--- config.mk ---
export PLATFORM = sky130hd
export DESIGN_NAME = ras_ckpt
export DESIGN_NICKNAME = d
export VERILOG_FILES = /design/src/rtl/ras_ckpt_pkg.sv /design/src/rtl/ras_ckpt_buffer.sv /design/src/rtl/ras_ckpt.sv
export SDC_FILE = /design/constraint.sdc
export NUM_CORES = 1
export LEC_CHECK = 0
export CORE_MARGIN = 8
export CORE_UTILIZATION = 50
export DETAILED_ROUTE_END_ITERATION = 16
export MAX_ROUTING_LAYER = met4
export PLACE_DENSITY = 0.68
export SETUP_SLACK_MARGIN = 0.3
export SLEW_MARGIN = 15
export SYNTH_ARGS = -nofsm -noshare
export SYNTH_HDL_FRONTEND = slang
export SYNTH_SLANG_ARGS = --single-unit
--- constraint.sdc ---
create_clock -name clk -period 6.1 [get_ports clk]
set_input_delay 1.22 -clock clk [delete_from_list [all_inputs] [get_ports clk]]
set_output_delay 1.22 -clock clk [all_outputs]
set_load 0.005 [all_outputs]
--- src/rtl/ras_ckpt_pkg.sv ---
// Shared configuration and checkpoint record for the return-address stack.
// The default stack geometry is defined here; the top can override it with parameters.
package ras_ckpt_pkg;

   // taiga_config
   localparam int RAS_ADDR_W     = 32;
   localparam int RAS_DEPTH      = 8;
   localparam int RAS_CKPT_DEPTH = 4;
   localparam int RAS_DEPTH_W    = $clog2(RAS_DEPTH);

   // taiga_types: the record saved for each in-flight branch, at the default geometry
   typedef struct packed {
      logic [RAS_DEPTH_W-1:0] idx;
      logic [RAS_DEPTH_W:0]   cnt;
      logic [RAS_ADDR_W-1:0]  top;
   } ras_ckpt_t;

   // Pointer width for an N-entry ring, never narrower than one bit
   function automatic int ptr_w(input int n);
      return (n < 2) ? 1 : $clog2(n);
   endfunction

endpackage

--- src/rtl/ras_ckpt_buffer.sv ---
// Circular FIFO of branch checkpoints. The head entry is always visible on data_out.
// A synchronous clear takes priority over push and pop, and push+pop on a full FIFO is legal.
module ras_ckpt_buffer
   import ras_ckpt_pkg::*;
#(
   parameter int WIDTH = 8,
   parameter int DEPTH = 4
) (
   input  logic             clk,
   input  logic             rst,
   input  logic             push,
   input  logic             pop,
   input  logic             clear,
   input  logic [WIDTH-1:0] data_in,
   output logic [WIDTH-1:0] data_out,
   output logic             valid,
   output logic             full
);
   localparam int            PW       = ptr_w(DEPTH);
   localparam logic [PW-1:0] LAST     = PW'(DEPTH - 1);
   localparam logic [PW:0]   FULL_CNT = (PW + 1)'(DEPTH);

   logic [WIDTH-1:0] mem_q [DEPTH];
   logic [PW-1:0]    wr_q, wr_d, rd_q, rd_d;
   logic [PW:0]      cnt_q, cnt_d;
   logic             do_push, do_pop;

   assign valid    = (cnt_q != '0);
   assign full     = (cnt_q == FULL_CNT);
   assign do_pop   = pop & valid;
   // A full FIFO only accepts a new entry when the head leaves in the same cycle
   assign do_push  = push & (~full | do_pop);
   assign data_out = mem_q[rd_q];

   always_comb begin
      wr_d  = wr_q;
      rd_d  = rd_q;
      cnt_d = cnt_q;
      if (clear) begin
         wr_d  = '0;
         rd_d  = '0;
         cnt_d = '0;
      end else begin
         if (do_push) wr_d = (wr_q == LAST) ? '0 : wr_q + 1'b1;
         if (do_pop)  rd_d = (rd_q == LAST) ? '0 : rd_q + 1'b1;
         case ({do_push, do_pop})
            2'b10:   cnt_d = cnt_q + 1'b1;
            2'b01:   cnt_d = cnt_q - 1'b1;
            default: cnt_d = cnt_q;
         endcase
      end
   end

   always_ff @(posedge clk) begin
      if (!clear && do_push) mem_q[wr_q] <= data_in;
   end

   always_ff @(posedge clk or negedge rst) begin
      if (!rst) begin
         wr_q  <= '0;
         rd_q  <= '0;
         cnt_q <= '0;
      end else begin
         wr_q  <= wr_d;
         rd_q  <= rd_d;
         cnt_q <= cnt_d;
      end
   end

endmodule

--- src/rtl/ras_ckpt.sv ---
// Return-address stack with occupancy tracking and per-branch checkpoints.
// A flush restores pointer, occupancy and the top entry from the oldest checkpoint.
module ras_ckpt
   import ras_ckpt_pkg::*;
#(
   parameter int ADDR_W     = RAS_ADDR_W,
   parameter int DEPTH      = RAS_DEPTH,
   parameter int CKPT_DEPTH = RAS_CKPT_DEPTH
) (
   input  logic              clk,
   input  logic              rst,
   input  logic              flush,
   input  logic              push,
   input  logic              pop,
   input  logic [ADDR_W-1:0] new_addr,
   input  logic              branch_fetched,
   input  logic              branch_retired,
   output logic [ADDR_W-1:0] addr,
   output logic              addr_valid,
   output logic              ckpt_full,
   output logic              overflow
);
   localparam int                 DEPTH_W  = $clog2(DEPTH);
   localparam logic [DEPTH_W:0]   CNT_FULL = (DEPTH_W + 1)'(DEPTH);

   typedef struct packed {
      logic [DEPTH_W-1:0] idx;
      logic [DEPTH_W:0]   cnt;
      logic [ADDR_W-1:0]  top;
   } ckpt_t;

   logic [ADDR_W-1:0]  ram_q [DEPTH];
   logic [DEPTH_W-1:0] idx_q, idx_d;
   logic [DEPTH_W:0]   cnt_q, cnt_d;
   logic               overflow_q, overflow_d;
   logic               we;
   logic [DEPTH_W-1:0] waddr;
   logic [ADDR_W-1:0]  wdata;
   logic [ADDR_W-1:0]  tos;
   ckpt_t              ck_in, ck_head;
   logic               ck_valid;

   assign tos   = ram_q[idx_q];
   assign ck_in = '{idx: idx_q, cnt: cnt_q, top: tos};

   ras_ckpt_buffer #(
      .WIDTH ($bits(ckpt_t)),
      .DEPTH (CKPT_DEPTH)
   ) u_ckpt_buffer (
      .clk      (clk),
      .rst      (rst),
      .push     (branch_fetched),
      .pop      (branch_retired),
      .clear    (flush),
      .data_in  (ck_in),
      .data_out (ck_head),
      .valid    (ck_valid),
      .full     (ckpt_full)
   );

   always_comb begin
      idx_d      = idx_q;
      cnt_d      = cnt_q;
      overflow_d = 1'b0;
      we         = 1'b0;
      waddr      = idx_q;
      wdata      = new_addr;
      if (flush) begin
         if (ck_valid) begin
            idx_d = ck_head.idx;
            cnt_d = ck_head.cnt;
            we    = 1'b1;
            waddr = ck_head.idx;
            wdata = ck_head.top;
         end
      end else if (push && (!pop || cnt_q == '0)) begin
         // Pushing on a full stack overwrites the oldest entry in place
         idx_d = idx_q + 1'b1;
         we    = 1'b1;
         waddr = idx_q + 1'b1;
         if (cnt_q == CNT_FULL) overflow_d = 1'b1;
         else                   cnt_d      = cnt_q + 1'b1;
      end else if (push && pop) begin
         we = 1'b1;
      end else if (pop && cnt_q != '0) begin
         idx_d = idx_q - 1'b1;
         cnt_d = cnt_q - 1'b1;
      end
   end

   always_ff @(posedge clk) begin
      if (we) ram_q[waddr] <= wdata;
   end

   always_ff @(posedge clk or negedge rst) begin
      if (!rst) begin
         idx_q      <= '0;
         cnt_q      <= '0;
         overflow_q <= 1'b0;
      end else begin
         idx_q      <= idx_d;
         cnt_q      <= cnt_d;
         overflow_q <= overflow_d;
      end
   end

   assign addr       = (cnt_q == '0) ? '0 : tos;
   assign addr_valid = (cnt_q != '0);
   assign overflow   = overflow_q;

endmodule

==> impl_metrics.env <==
export IMPL_synthesis_area_um2=17000
export IMPL_path_max_fanout=33
export IMPL_cp_slowest_stage_delay_ns=0.80
export IMPL_floorplan_rows=67
export IMPL_vias=8591
export IMPL_finalSetupTns_ns=0
export IMPL_insertion_delay_ns=0.53
export IMPL_antenna_cells=0
export IMPL_endpoint_kind="output port"
export IMPL_drv_max_cap_violation_count=0
export IMPL_area_overhead_vs_synth_pct=15.7
export IMPL_place_detailed_instances=1429
export IMPL_cp_num_cells=4
export IMPL_cts_resized=0
export IMPL_arr_time_crit_path_ns=3.19
export IMPL_worst_max_slew_pin_slew_ns=1.10
export IMPL_number_of_buffers_created_by_cts=43
export IMPL_global_route_peak_usage_layer="met2"
export IMPL_grt_pass1_wl_mm=53.5
export IMPL_setup_worst_path_start_class="register"
export IMPL_cts_hold_repair_buffers=0
export IMPL_finalWorstSetupSlack_ns=1.69
export IMPL_cts_num_sinks=427
export IMPL_vdd_ir_drop_max_v=0.000302
export IMPL_setup_repair_after_global_routing_missed_its_margin="false"
export IMPL_worstReg2RegStart="idx_q[1]"
export IMPL_total_leakage_power_nw=6.57
export IMPL_total_power_mw=9.41
export IMPL_timing_final_setup_violations=0
export IMPL_hpwl_mm=20.7
export IMPL_root_buffer_master="sky130_fd_sc_hd__clkbuf_16"
export IMPL_cts_repair_timing_setup_buffer_count=0
export IMPL_globalRouteMet2Util_pct=28.2
export IMPL_clkSlewWorstSetupHoldPaths_ns=0.06
export IMPL_timing_final_crit_share_pct=72.3
export IMPL_final_nets=1075
export IMPL_post_drt_wl_per_cell_um=22.5
export IMPL_maximum_number_of_pins_on_one_net_before_global_route_repair=42
export IMPL_synth_main_ff_cell="sky130_fd_sc_hd__edfxtp_1"
export IMPL_cts_htree_levels=2
export IMPL_synth_largest_area_cell="sky130_fd_sc_hd__edfxtp_1"
export IMPL_slew_headroom_pct=26.4
export IMPL_num_io_pins=74
export IMPL_effective_utilization_at_floorplan_pct=50.8
export IMPL_yosys_area_top_type_share_pct=72.6
export IMPL_synth_sequential_area_ratio_pct=74.8
export IMPL_number_of_synthesized_register_bits=427
export IMPL_postRouteAntennaNets=0
export IMPL_gp_congestion=0.788
export IMPL_crit_slowest_cell="sky130_fd_sc_hd__nor2_4"
export IMPL_grt_antenna_before_repair=0
export IMPL_achievable_frequency_mhz=227
export IMPL_detail_route_drc_violations=0
export IMPL_finClkSkew_ns=0.0220
export IMPL_asyncSetResetFlopFracSynth_pct=3.51
export IMPL_post_synth_main_area_contributors="sky130_fd_sc_hd__edfxtp_1, sky130_fd_sc_hd__mux4_2, sky130_fd_sc_hd__nand2_1"
export IMPL_critPathBufInv=1
export IMPL_worst_endpoint_required_ns=4.88
export IMPL_synth_avg_cell_area_um2=18.2
export IMPL_count_of_input_and_output_buffers=73
export IMPL_start_to_end_type_of_the_worst_setup_path="reg -> out"
export IMPL_tritoncts="done"
export IMPL_ff2ff_path_depth=8
export IMPL_instances_no_fill=1505
export IMPL_layout_drive_gt1_share_pct=19.8
export IMPL_global_route_usage_met3_pct=2.66
export IMPL_wirelength_mm=33.9
export IMPL_vertical_die_dimension_um=201
export IMPL_post_drt_via_cell_ratio=5.71
export IMPL_largest_delay_contributor_family_on_the_critical_path="simple AND/OR/NAND/NOR gates"
export IMPL_r2r_end="ram_q[6][3]"
export IMPL_timing_final_hold_violations=0
export IMPL_finalCoreUtilization_pct=58.8
export IMPL_critical_path_cell_chain="or3_2 -> nor2_4 -> a21oi_1 -> clkdlybuf4s50_1"
export IMPL_global_route_usage_met1_pct=23.5
export IMPL_drt_pre_antenna_iters=7
export IMPL_groute_usage_overall_pct=17.5
export IMPL_final_common_cell="sky130_fd_sc_hd__edfxtp_1"
export IMPL_post_route_min_period_ns=4.41
export IMPL_setup_worst_path_start="cnt_q[1]"
export IMPL_grt_remaining_overflow=0
export IMPL_place_worst_setup_slack_ns=1.45
export IMPL_r2r_slack_ns=2.29
export IMPL_pwr_density_cell_nw_per_um2=477
export IMPL_synth_enable_flop_cells=412
export IMPL_detailedRoute_firstIterationViolations=639
export IMPL_finalMaxSlewViolations=0
export IMPL_mapped_nets=986
export IMPL_cts_root_to_sink_buffers=3
export IMPL_hold_ws_ns=0.599
export IMPL_core_area_um2=33500
export IMPL_commonest_non_fill_non_tap_cells_in_the_layout="sky130_fd_sc_hd__edfxtp_1, sky130_fd_sc_hd__nand2_1, sky130_fd_sc_hd__mux4_2"
export IMPL_critical_path_endpoint="addr[21]"
export IMPL_status="finished, final reports clean"
export IMPL_fp_dieArea_um2=40300
export IMPL_number_of_warnings_issued_by_yosys=0
export IMPL_synth_cell_types=48
export IMPL_design_area_um2=19700
export IMPL_floorplan_die_width_um=201
export IMPL_synthCells=937
export IMPL_first_global_vias=9097
export IMPL_hold_class="reg -> reg"
export IMPL_placedInstanceArea_um2=18400
-- synthesized netlist by cell type, types with 2 or more instances --
library cell	number
sky130_fd_sc_hd__xor2_1	3
sky130_fd_sc_hd__nand2_1	199
sky130_fd_sc_hd__a31oi_1	3
sky130_fd_sc_hd__buf_1	8
sky130_fd_sc_hd__ha_1	9
sky130_fd_sc_hd__a21oi_1	43
sky130_fd_sc_hd__clkinv_1	2
sky130_fd_sc_hd__a211oi_1	2
sky130_fd_sc_hd__clkbuf_1	27
sky130_fd_sc_hd__nor4_1	3
sky130_fd_sc_hd__dfrtp_1	15
sky130_fd_sc_hd__buf_2	13
sky130_fd_sc_hd__nand3_1	9
sky130_fd_sc_hd__nand2b_1	4
sky130_fd_sc_hd__nor3_1	7
sky130_fd_sc_hd__edfxtp_1	412
sky130_fd_sc_hd__inv_1	6
sky130_fd_sc_hd__mux2i_1	5
sky130_fd_sc_hd__nand4_1	2
sky130_fd_sc_hd__nor2_1	22
sky130_fd_sc_hd__a21o_1	2
sky130_fd_sc_hd__mux2_2	2
sky130_fd_sc_hd__mux4_2	103
sky130_fd_sc_hd__xnor2_1	4
sky130_fd_sc_hd__o21ai_0	6
sky130_fd_sc_hd__and2_1	4
-- cell families (layout without fill, tap and decap cells) --
| logic type | after synthesis | count (layout) | synth area share (%) |
|---|---|---|---|
| flip-flops | 427 | 427 | 74.8 |
| XOR/XNOR | 7 | 7 | 0.360 |
| multiplexers | 110 | 110 | 14.0 |
| AND/OR/NAND/NOR | 256 | 256 | 6.10 |
| adder cells (fa/ha/maj) | 10 | 10 | 0.778 |
| buffers and inverters | 58 | 178 | 1.42 |
| AO/OA/AOI/OAI | 69 | 69 | 2.53 |
-- final cells by class --
class	instances	area [µm²]
Timing Repair Buffer	93	893
Sequential cell	427	12800
Multi-Input combinational cell	452	4130
Clock inverter	23	173
Tap cell	448	561
Inverter	9	33.8
Fill cell	2468	13800
Clock buffer	53	1180
-- flip-flops by register name (all words and copies together), names as in the netlist --
name / count
ram_q: 256
cnt_q: 4
u_ckpt_buffer.cnt_q: 3
u_ckpt_buffer.rd_q: 2
idx_q: 3
overflow: 1
u_ckpt_buffer.mem_q: 156
u_ckpt_buffer.wr_q: 2
-- worst reg2reg max path: cells and delay by family (launching register included) --
family,cells,cell delay [ns]
xor gates and xnor gates,1,0.20
DFF,1,0.71
buffers and inverters,2,0.88
adders and majority gates,1,0.25
AOI/OAI and AO/OA,2,0.61
and+or+nand+nor,2,0.83
-- layer usage --
layer,share of wire [%],up-vias
met5,0,-
met1,44,4455
met3,5.2,40
met2,49,243
met4,1.3,0
li1,-,3853
-- how the worst min path moves through the flow --
stage	startpoint	end	cells past startpoint	slack (ns)
floorplan	idx_q[2]	u_ckpt_buffer.mem_q[0][38]	0	0.47
global placement	u_ckpt_buffer.wr_q[1]	u_ckpt_buffer.wr_q[1]	2	0.59
detailed placement	u_ckpt_buffer.wr_q[1]	u_ckpt_buffer.wr_q[1]	2	0.60
CTS	u_ckpt_buffer.wr_q[1]	u_ckpt_buffer.wr_q[1]	2	0.61
global route	u_ckpt_buffer.wr_q[1]	u_ckpt_buffer.wr_q[1]	2	0.64
finish	u_ckpt_buffer.wr_q[1]	u_ckpt_buffer.wr_q[1]	2	0.60
-- power breakdown --
part / switching [mW] / leakage (nW) / total (mW) / internal (mW)
Sequential: 0.245 / 3.94 / 4.24 / 3.99
Combinational: 1.47 / 1.97 / 2.66 / 1.20
Clock: 1.02 / 0.664 / 2.51 / 1.48
Total: 2.74 / 6.57 / 9.41 / 6.67
Note: power is estimated with default switching activity, not from simulation.
